===== config.mk =====
export PLATFORM = sky130hd
export DESIGN_NAME = alu_issue_ctrl
export DESIGN_NICKNAME = d
export VERILOG_FILES = /design/src/rtl/alu_issue_ctrl_pkg.sv /design/src/rtl/alu_slt_cmp.sv /design/src/rtl/alu_issue_ctrl.sv
export SDC_FILE = /design/constraint.sdc
export NUM_CORES = 1
export LEC_CHECK = 0
export CORE_ASPECT_RATIO = 1.5
export CORE_MARGIN = 5
export CORE_UTILIZATION = 42
export DETAILED_ROUTE_END_ITERATION = 7
export GPL_TIMING_DRIVEN = 0
export PLACE_DENSITY_LB_ADDON = 0.3
export SYNTH_ARGS = -nofsm -noshare
export SYNTH_HDL_FRONTEND = slang
export SYNTH_HIERARCHICAL = 1
export SYNTH_SLANG_ARGS = --single-unit

===== constraint.sdc =====
create_clock -name clk -period 2.46 [get_ports clk]
set_input_delay 0.492 -clock clk [delete_from_list [all_inputs] [get_ports clk]]
set_output_delay 0.492 -clock clk [all_outputs]
set_load 0.03 [all_outputs]

===== src/rtl/alu_issue_ctrl_pkg.sv =====
// Shared opcode constants, FSM state encoding and data width for the ALU issue controller.
// Pure definitions: no latency or flow-control behaviour of its own.
package alu_issue_ctrl_pkg;

  localparam int DATA_W = 32;

  localparam logic [2:0] OP_AND = 3'b000;
  localparam logic [2:0] OP_OR  = 3'b001;
  localparam logic [2:0] OP_ADD = 3'b010;
  localparam logic [2:0] OP_SUB = 3'b011;
  localparam logic [2:0] OP_SLT = 3'b111;

  typedef enum logic [1:0] {
    ST_IDLE = 2'd0,
    ST_EXEC = 2'd1,
    ST_SLT2 = 2'd2,
    ST_RESP = 2'd3
  } state_t;

  function automatic logic func_legal(input logic [2:0] f);
    return (f == OP_AND) || (f == OP_OR) || (f == OP_ADD) || (f == OP_SUB) || (f == OP_SLT);
  endfunction

endpackage


===== src/rtl/alu_slt_cmp.sv =====
// Less-than and subtract-overflow decode from a completed a-b ALU pass; purely combinational.
// No state and no flow control; the result is valid whenever the ALU inputs are.
module alu_slt_cmp
  import alu_issue_ctrl_pkg::*;
#(
  parameter bit SLT_SIGNED = 1'b1
) (
  input  logic [DATA_W-1:0] i_a,
  input  logic [DATA_W-1:0] i_b,
  input  logic [DATA_W-1:0] i_result,
  input  logic              i_carry,
  output logic              o_lt,
  output logic              o_ovf
);

  localparam int MSB = DATA_W - 1;

  assign o_ovf = (i_a[MSB] != i_b[MSB]) & (i_result[MSB] != i_a[MSB]);
  // Unsigned: a carry out of a + ~b + 1 means no borrow, so a >= b.
  assign o_lt  = SLT_SIGNED ? (i_result[MSB] ^ o_ovf) : ~i_carry;

endmodule


===== src/rtl/alu_issue_ctrl.sv =====
// Issues one request at a time to an external ALU; rsp 1 (illegal) / 2 / 3 (SLT) cycles after accept.
// Holds rsp_* until rsp_ready; req_ready only in IDLE. ALU_ISSUE_FLAGS_EN adds rsp_zero/rsp_ovf.
module alu_issue_ctrl
  import alu_issue_ctrl_pkg::*;
#(
  parameter bit SLT_SIGNED = 1'b1
) (
  input  logic              clk,
  input  logic              reset_n,
  input  logic              req_valid,
  output logic              req_ready,
  input  logic [2:0]        req_func,
  input  logic [DATA_W-1:0] req_a,
  input  logic [DATA_W-1:0] req_b,
  output logic              rsp_valid,
  input  logic              rsp_ready,
  output logic [DATA_W-1:0] rsp_result,
  output logic              rsp_carry,
  output logic              rsp_err,
`ifdef ALU_ISSUE_FLAGS_EN
  output logic              rsp_zero,
  output logic              rsp_ovf,
`endif
  output logic [DATA_W-1:0] alu_a,
  output logic [DATA_W-1:0] alu_b,
  output logic [2:0]        alu_op,
  output logic              alu_carry_in,
  output logic              alu_less,
  input  logic [DATA_W-1:0] alu_result,
  input  logic              alu_carry_out
);

  state_t            r_state, w_state_nxt;
  logic [2:0]        r_func;
  logic [DATA_W-1:0] r_a, r_b, r_result;
  logic              r_carry, r_err, r_lt;
  logic              w_accept, w_lt;

  assign w_accept   = req_valid & (r_state == ST_IDLE);
  assign req_ready  = (r_state == ST_IDLE);
  assign rsp_valid  = (r_state == ST_RESP);
  assign rsp_result = r_result;
  assign rsp_carry  = r_carry;
  assign rsp_err    = r_err;

`ifdef ALU_ISSUE_FLAGS_EN
  logic w_ovf;
`else
  logic w_ovf_unused;
`endif

  alu_slt_cmp #(.SLT_SIGNED(SLT_SIGNED)) u_slt_cmp (
    .i_a      (r_a),
    .i_b      (r_b),
    .i_result (alu_result),
    .i_carry  (alu_carry_out),
    .o_lt     (w_lt),
`ifdef ALU_ISSUE_FLAGS_EN
    .o_ovf    (w_ovf)
`else
    .o_ovf    (w_ovf_unused)
`endif
  );

  always_ff @(posedge clk or negedge reset_n) begin
    if (!reset_n) r_state <= ST_IDLE;
    else          r_state <= w_state_nxt;
  end

  always_comb begin
    w_state_nxt  = r_state;
    alu_a        = '0;
    alu_b        = '0;
    alu_op       = OP_AND;
    alu_carry_in = 1'b0;
    alu_less     = 1'b0;
    case (r_state)
      ST_IDLE: begin
        if (w_accept) w_state_nxt = func_legal(req_func) ? ST_EXEC : ST_RESP;
      end
      ST_EXEC: begin
        // SLT's first pass is a plain subtract; the compare is decoded from its result.
        alu_a        = r_a;
        alu_b        = r_b;
        alu_op       = (r_func == OP_SLT) ? OP_SUB : r_func;
        alu_carry_in = (r_func == OP_SUB) || (r_func == OP_SLT);
        w_state_nxt  = (r_func == OP_SLT) ? ST_SLT2 : ST_RESP;
      end
      ST_SLT2: begin
        alu_a       = r_a;
        alu_b       = r_b;
        alu_op      = OP_SLT;
        alu_less    = r_lt;
        w_state_nxt = ST_RESP;
      end
      ST_RESP: begin
        if (rsp_ready) w_state_nxt = ST_IDLE;
      end
      default: w_state_nxt = ST_IDLE;
    endcase
  end

  always_ff @(posedge clk or negedge reset_n) begin
    if (!reset_n) begin
      r_func   <= OP_AND;
      r_a      <= '0;
      r_b      <= '0;
      r_result <= '0;
      r_carry  <= 1'b0;
      r_err    <= 1'b0;
      r_lt     <= 1'b0;
    end else begin
      case (r_state)
        ST_IDLE: begin
          if (w_accept) begin
            r_func <= req_func;
            r_a    <= req_a;
            r_b    <= req_b;
            if (!func_legal(req_func)) begin
              r_result <= '0;
              r_carry  <= 1'b0;
              r_err    <= 1'b1;
            end
          end
        end
        ST_EXEC: begin
          if (r_func == OP_SLT) begin
            r_lt <= w_lt;
          end else begin
            r_result <= alu_result;
            r_carry  <= alu_carry_out;
            r_err    <= 1'b0;
          end
        end
        ST_SLT2: begin
          r_result <= alu_result;
          r_carry  <= 1'b0;
          r_err    <= 1'b0;
        end
        default: ;
      endcase
    end
  end

`ifdef ALU_ISSUE_FLAGS_EN
  logic r_zero, r_ovf, w_add_ovf;

  assign w_add_ovf = (r_a[DATA_W-1] == r_b[DATA_W-1]) & (alu_result[DATA_W-1] != r_a[DATA_W-1]);
  assign rsp_zero  = r_zero;
  assign rsp_ovf   = r_ovf;

  always_ff @(posedge clk or negedge reset_n) begin
    if (!reset_n) begin
      r_zero <= 1'b0;
      r_ovf  <= 1'b0;
    end else begin
      case (r_state)
        ST_IDLE: begin
          if (w_accept && !func_legal(req_func)) begin
            r_zero <= 1'b1;
            r_ovf  <= 1'b0;
          end
        end
        ST_EXEC: begin
          if (r_func != OP_SLT) begin
            r_zero <= (alu_result == '0);
            r_ovf  <= (r_func == OP_ADD) ? w_add_ovf : ((r_func == OP_SUB) ? w_ovf : 1'b0);
          end
        end
        ST_SLT2: begin
          r_zero <= (alu_result == '0);
          r_ovf  <= 1'b0;
        end
        default: ;
      endcase
    end
  end
`endif

endmodule


==> impl_metrics.py <==
metrics = {
    "run_status": {
        "run_status": "complete, no violations",
    },
    "setup_path": {
        "startpoint_type": "register",
        "path_buf_inv": 4,
        "critical_path_cell_count": 6,
        "worstReg2RegStart": "r_state[1]",
        "critical_path_peak_fanout": 10,
        "cpMaxStageDelayCell": "dfrtp_1",
        "worst_ep_required_time_ns": 1.97,
        "reg2reg_to": "r_b[5]",
        "setup.reg_to_reg.worst_slack_ns": 0.31,
        "crit_type": "register to primary output",
        "worstPathArrival_ns": 1.89,
        "crit_path_cell_trace": "inv_1 -> ha_1 -> clkbuf_8 -> buf_4 -> and2_1 -> clkbuf_4",
        "timing.critical_path.slowest_cell_delay_ns": 0.40,
        "cp_endpoint_kind": "primary output",
        "critical_path.top_delay_family": "buffers and inverters",
        "worst_r2r_path_depth": 6,
    },
    "route": {
        "detailedRoute.firstPassIterationCount": 4,
        "via_count": 3620,
        "route.detailed.wl_per_inst_um": 16.5,
        "viasPerCell": 4.72,
        "antenna_left": 0,
        "remaining_drc_errors": 0,
        "finalWirelength_um": 12600,
        "drt_first_iter_violations": 56,
    },
    "timing": {
        "timing.final.max_slew_violations": 0,
        "grt_setup_unrepaired": "false",
        "fin_worst_skew_ns": 0.00503,
        "finalCriticalPeriod_ns": 2.38,
        "report.final.setup_viol": 0,
        "finalCritPeriodShare_pct": 96.7,
        "worst-slew-pin-transition_ns": 0.564,
        "fin_hold_ws_ns": 0.115,
        "slew-limit-headroom_pct": 62.4,
        "maximum_clock_frequency_mhz": 420,
        "timing_hold_violations_final": 0,
    },
    "global_route": {
        "overflow": 0,
        "maximum_number_of_pins_on_one_net_before_global_route_repair": 68,
        "antenna_found_initial": 0,
        "grtUsageTotal_pct": 18.9,
        "via_count_of_the_first_global_routing_pass": 4014,
        "grt_first_pass_wirelength_um": 19700,
    },
    "clocking": {
        "clock_path_buffers": 2,
        "worstSkewPairLatency_ns": 0.34,
        "h-tree-depth": 3,
        "cts_tree": "done",
        "cts_made_buffers": 9,
        "clkTransAtPathRegs_ns": 0.07,
        "cts.sinks": 104,
        "cts-root-buf": "clkbuf_16",
    },
    "yosys": {
        "synth_fp_nets": 499,
        "synth_cells": 391,
        "syn-mean-instance-area_sq_um": 12.1,
        "synth-warning-count": 6,
        "mappedNetlistArea_sq_mm": 0.00472,
    },
    "die": {
        "floorplan.rows": 47,
        "design.die.area_sq_mm": 0.0135,
        "start_util_pct": 42.7,
        "die_w_um": 96.5,
        "design.core.area_sq_mm": 0.0111,
        "ios": 209,
        "die_y_um": 140,
    },
    "power": {
        "power_per_cell_area_mw_per_mm2": 1650,
        "net-switching-power_mw": 5.27,
        "power_leakage_nw": 3.37,
        "power_frac_clock_pct": 13.8,
        "total_power_mw": 11.7,
        "vdd.ir_drop.worst_v": 0.000842,
        "netSwitchingFraction_pct": 45.2,
        "pwr-share-comb_pct": 61.0,
        "internal_power_mw": 6.41,
        "power.sequential.fraction_pct": 25.2,
    },
    "placed_design": {
        "io_buffers": 208,
        "hpwl_um": 9870,
        "place_congestion": 0.773,
        "post_dp_cell_area_sq_mm": 0.00701,
    },
    "cells_and_area": {
        "n_antenna_cell": 0,
        "nets": 723,
        "final_layout_size_suffix_gt1_share_pct": 27.9,
        "final_cell_area_sq_mm": 0.00708,
        "area.growth.synth_to_final_pct": 50.1,
        "post_layout_utilization_of_the_core_pct": 64.0,
    },
    "worst_hold_path": {
        "worstHoldPathType": "primary input to async pin",
    },
    "flow_run": {
        "cap_viol_max_count": 0,
    },
}
## registers in the layout, indices dropped and copies added, names as in the netlist
signal      cells
r_func          3
r_state         2
r_lt            1
rsp_result     32
r_a            32
rsp_carry       1
r_b            32
rsp_err         1
## layer usage
metal / part of all wire, % / track usage (%) / up-vias
met5: 0 / 0 / -
met4: 3.0 / 8.57 / 0
met3: 8.0 / 5.45 / 29
met2: 53 / 32.9 / 137
met1: 36 / 20.6 / 1746
li1: - / - / 1708
## placed cells by master (no fill, tap or decap), drive strengths merged
cell           count
a2111oi            1
a211o              1
a211oi             1
a21bo              1
a21oi              3
a31oi              1
and2              65
and3               1
and4               1
buf               71
bufinv             3
clkbuf            34
clkdlybuf4s50    138
clkinv             1
dfrtp            104
dlygate4sd2        2
ha                 4
inv               37
mux2              68
mux2i             34
nand2             36
nand2b             1
nand3              1
nor2               2
nor2b              4
o21a               2
o21ai              3
## final cells by class
class	count	area (sq um)
fill	931	3980
sequential	104	2600
multi-input combinational	230	1870
timing repair buffer	213	1810
clock buffer	11	233
tap	147	184
buffer	21	150
inverter	36	135
clock inverter	5	104
## power by group through the flow
stage	registers (mW)	clock network, mW	logic [mW]
2_1_floorplan	3.31	0	4.41
3_3_place_gp	2.92	0	7.68
3_5_place_dp	2.98	0	7.82
4_1_cts	2.95	1.65	7.22
5_1_grt	3.05	1.71	7.67
6_report	2.94	1.61	7.13
## through the flow
| step | worst slack, ns | setup TNS [ns] | instances |
|---|---|---|---|
| 5_1_grt | 0.00881 | 0 | 767 |
| 2_1_floorplan | 0.320 | 0 | 391 |
| 6_report | 0.0810 | 0 | 767 |
| 3_5_place_dp | -0.690 | -38.98 | 747 |
| 4_1_cts | 0.00124 | 0 | 765 |
| 3_3_place_gp | -2.98 | -343.19 | 746 |
## worst max path at each step
stage	startpoint	end	slack [ns]
CTS	r_state[1]	alu_op[0]	0.001
global placement	reset_n	r_b[16]	-2.98
global route	r_state[1]	alu_b[21]	0.009
detailed placement	r_state[1]	alu_a[26]	-0.69
finish	r_state[1]	alu_a[26]	0.08
floorplan	r_state[0]	rsp_result[6]	0.32
## what timing repair did
item / CTS / global route
hold endpoints to repair: 0 / 0
pin swaps: 1 / 0
hold buffers: 0 / 0
endpoints found under the setup margin: 70 / 53
resized for setup: 321 / 21
setup buffers: 2 / 2
No activity file was read; power rests on OpenSTA's default activity.
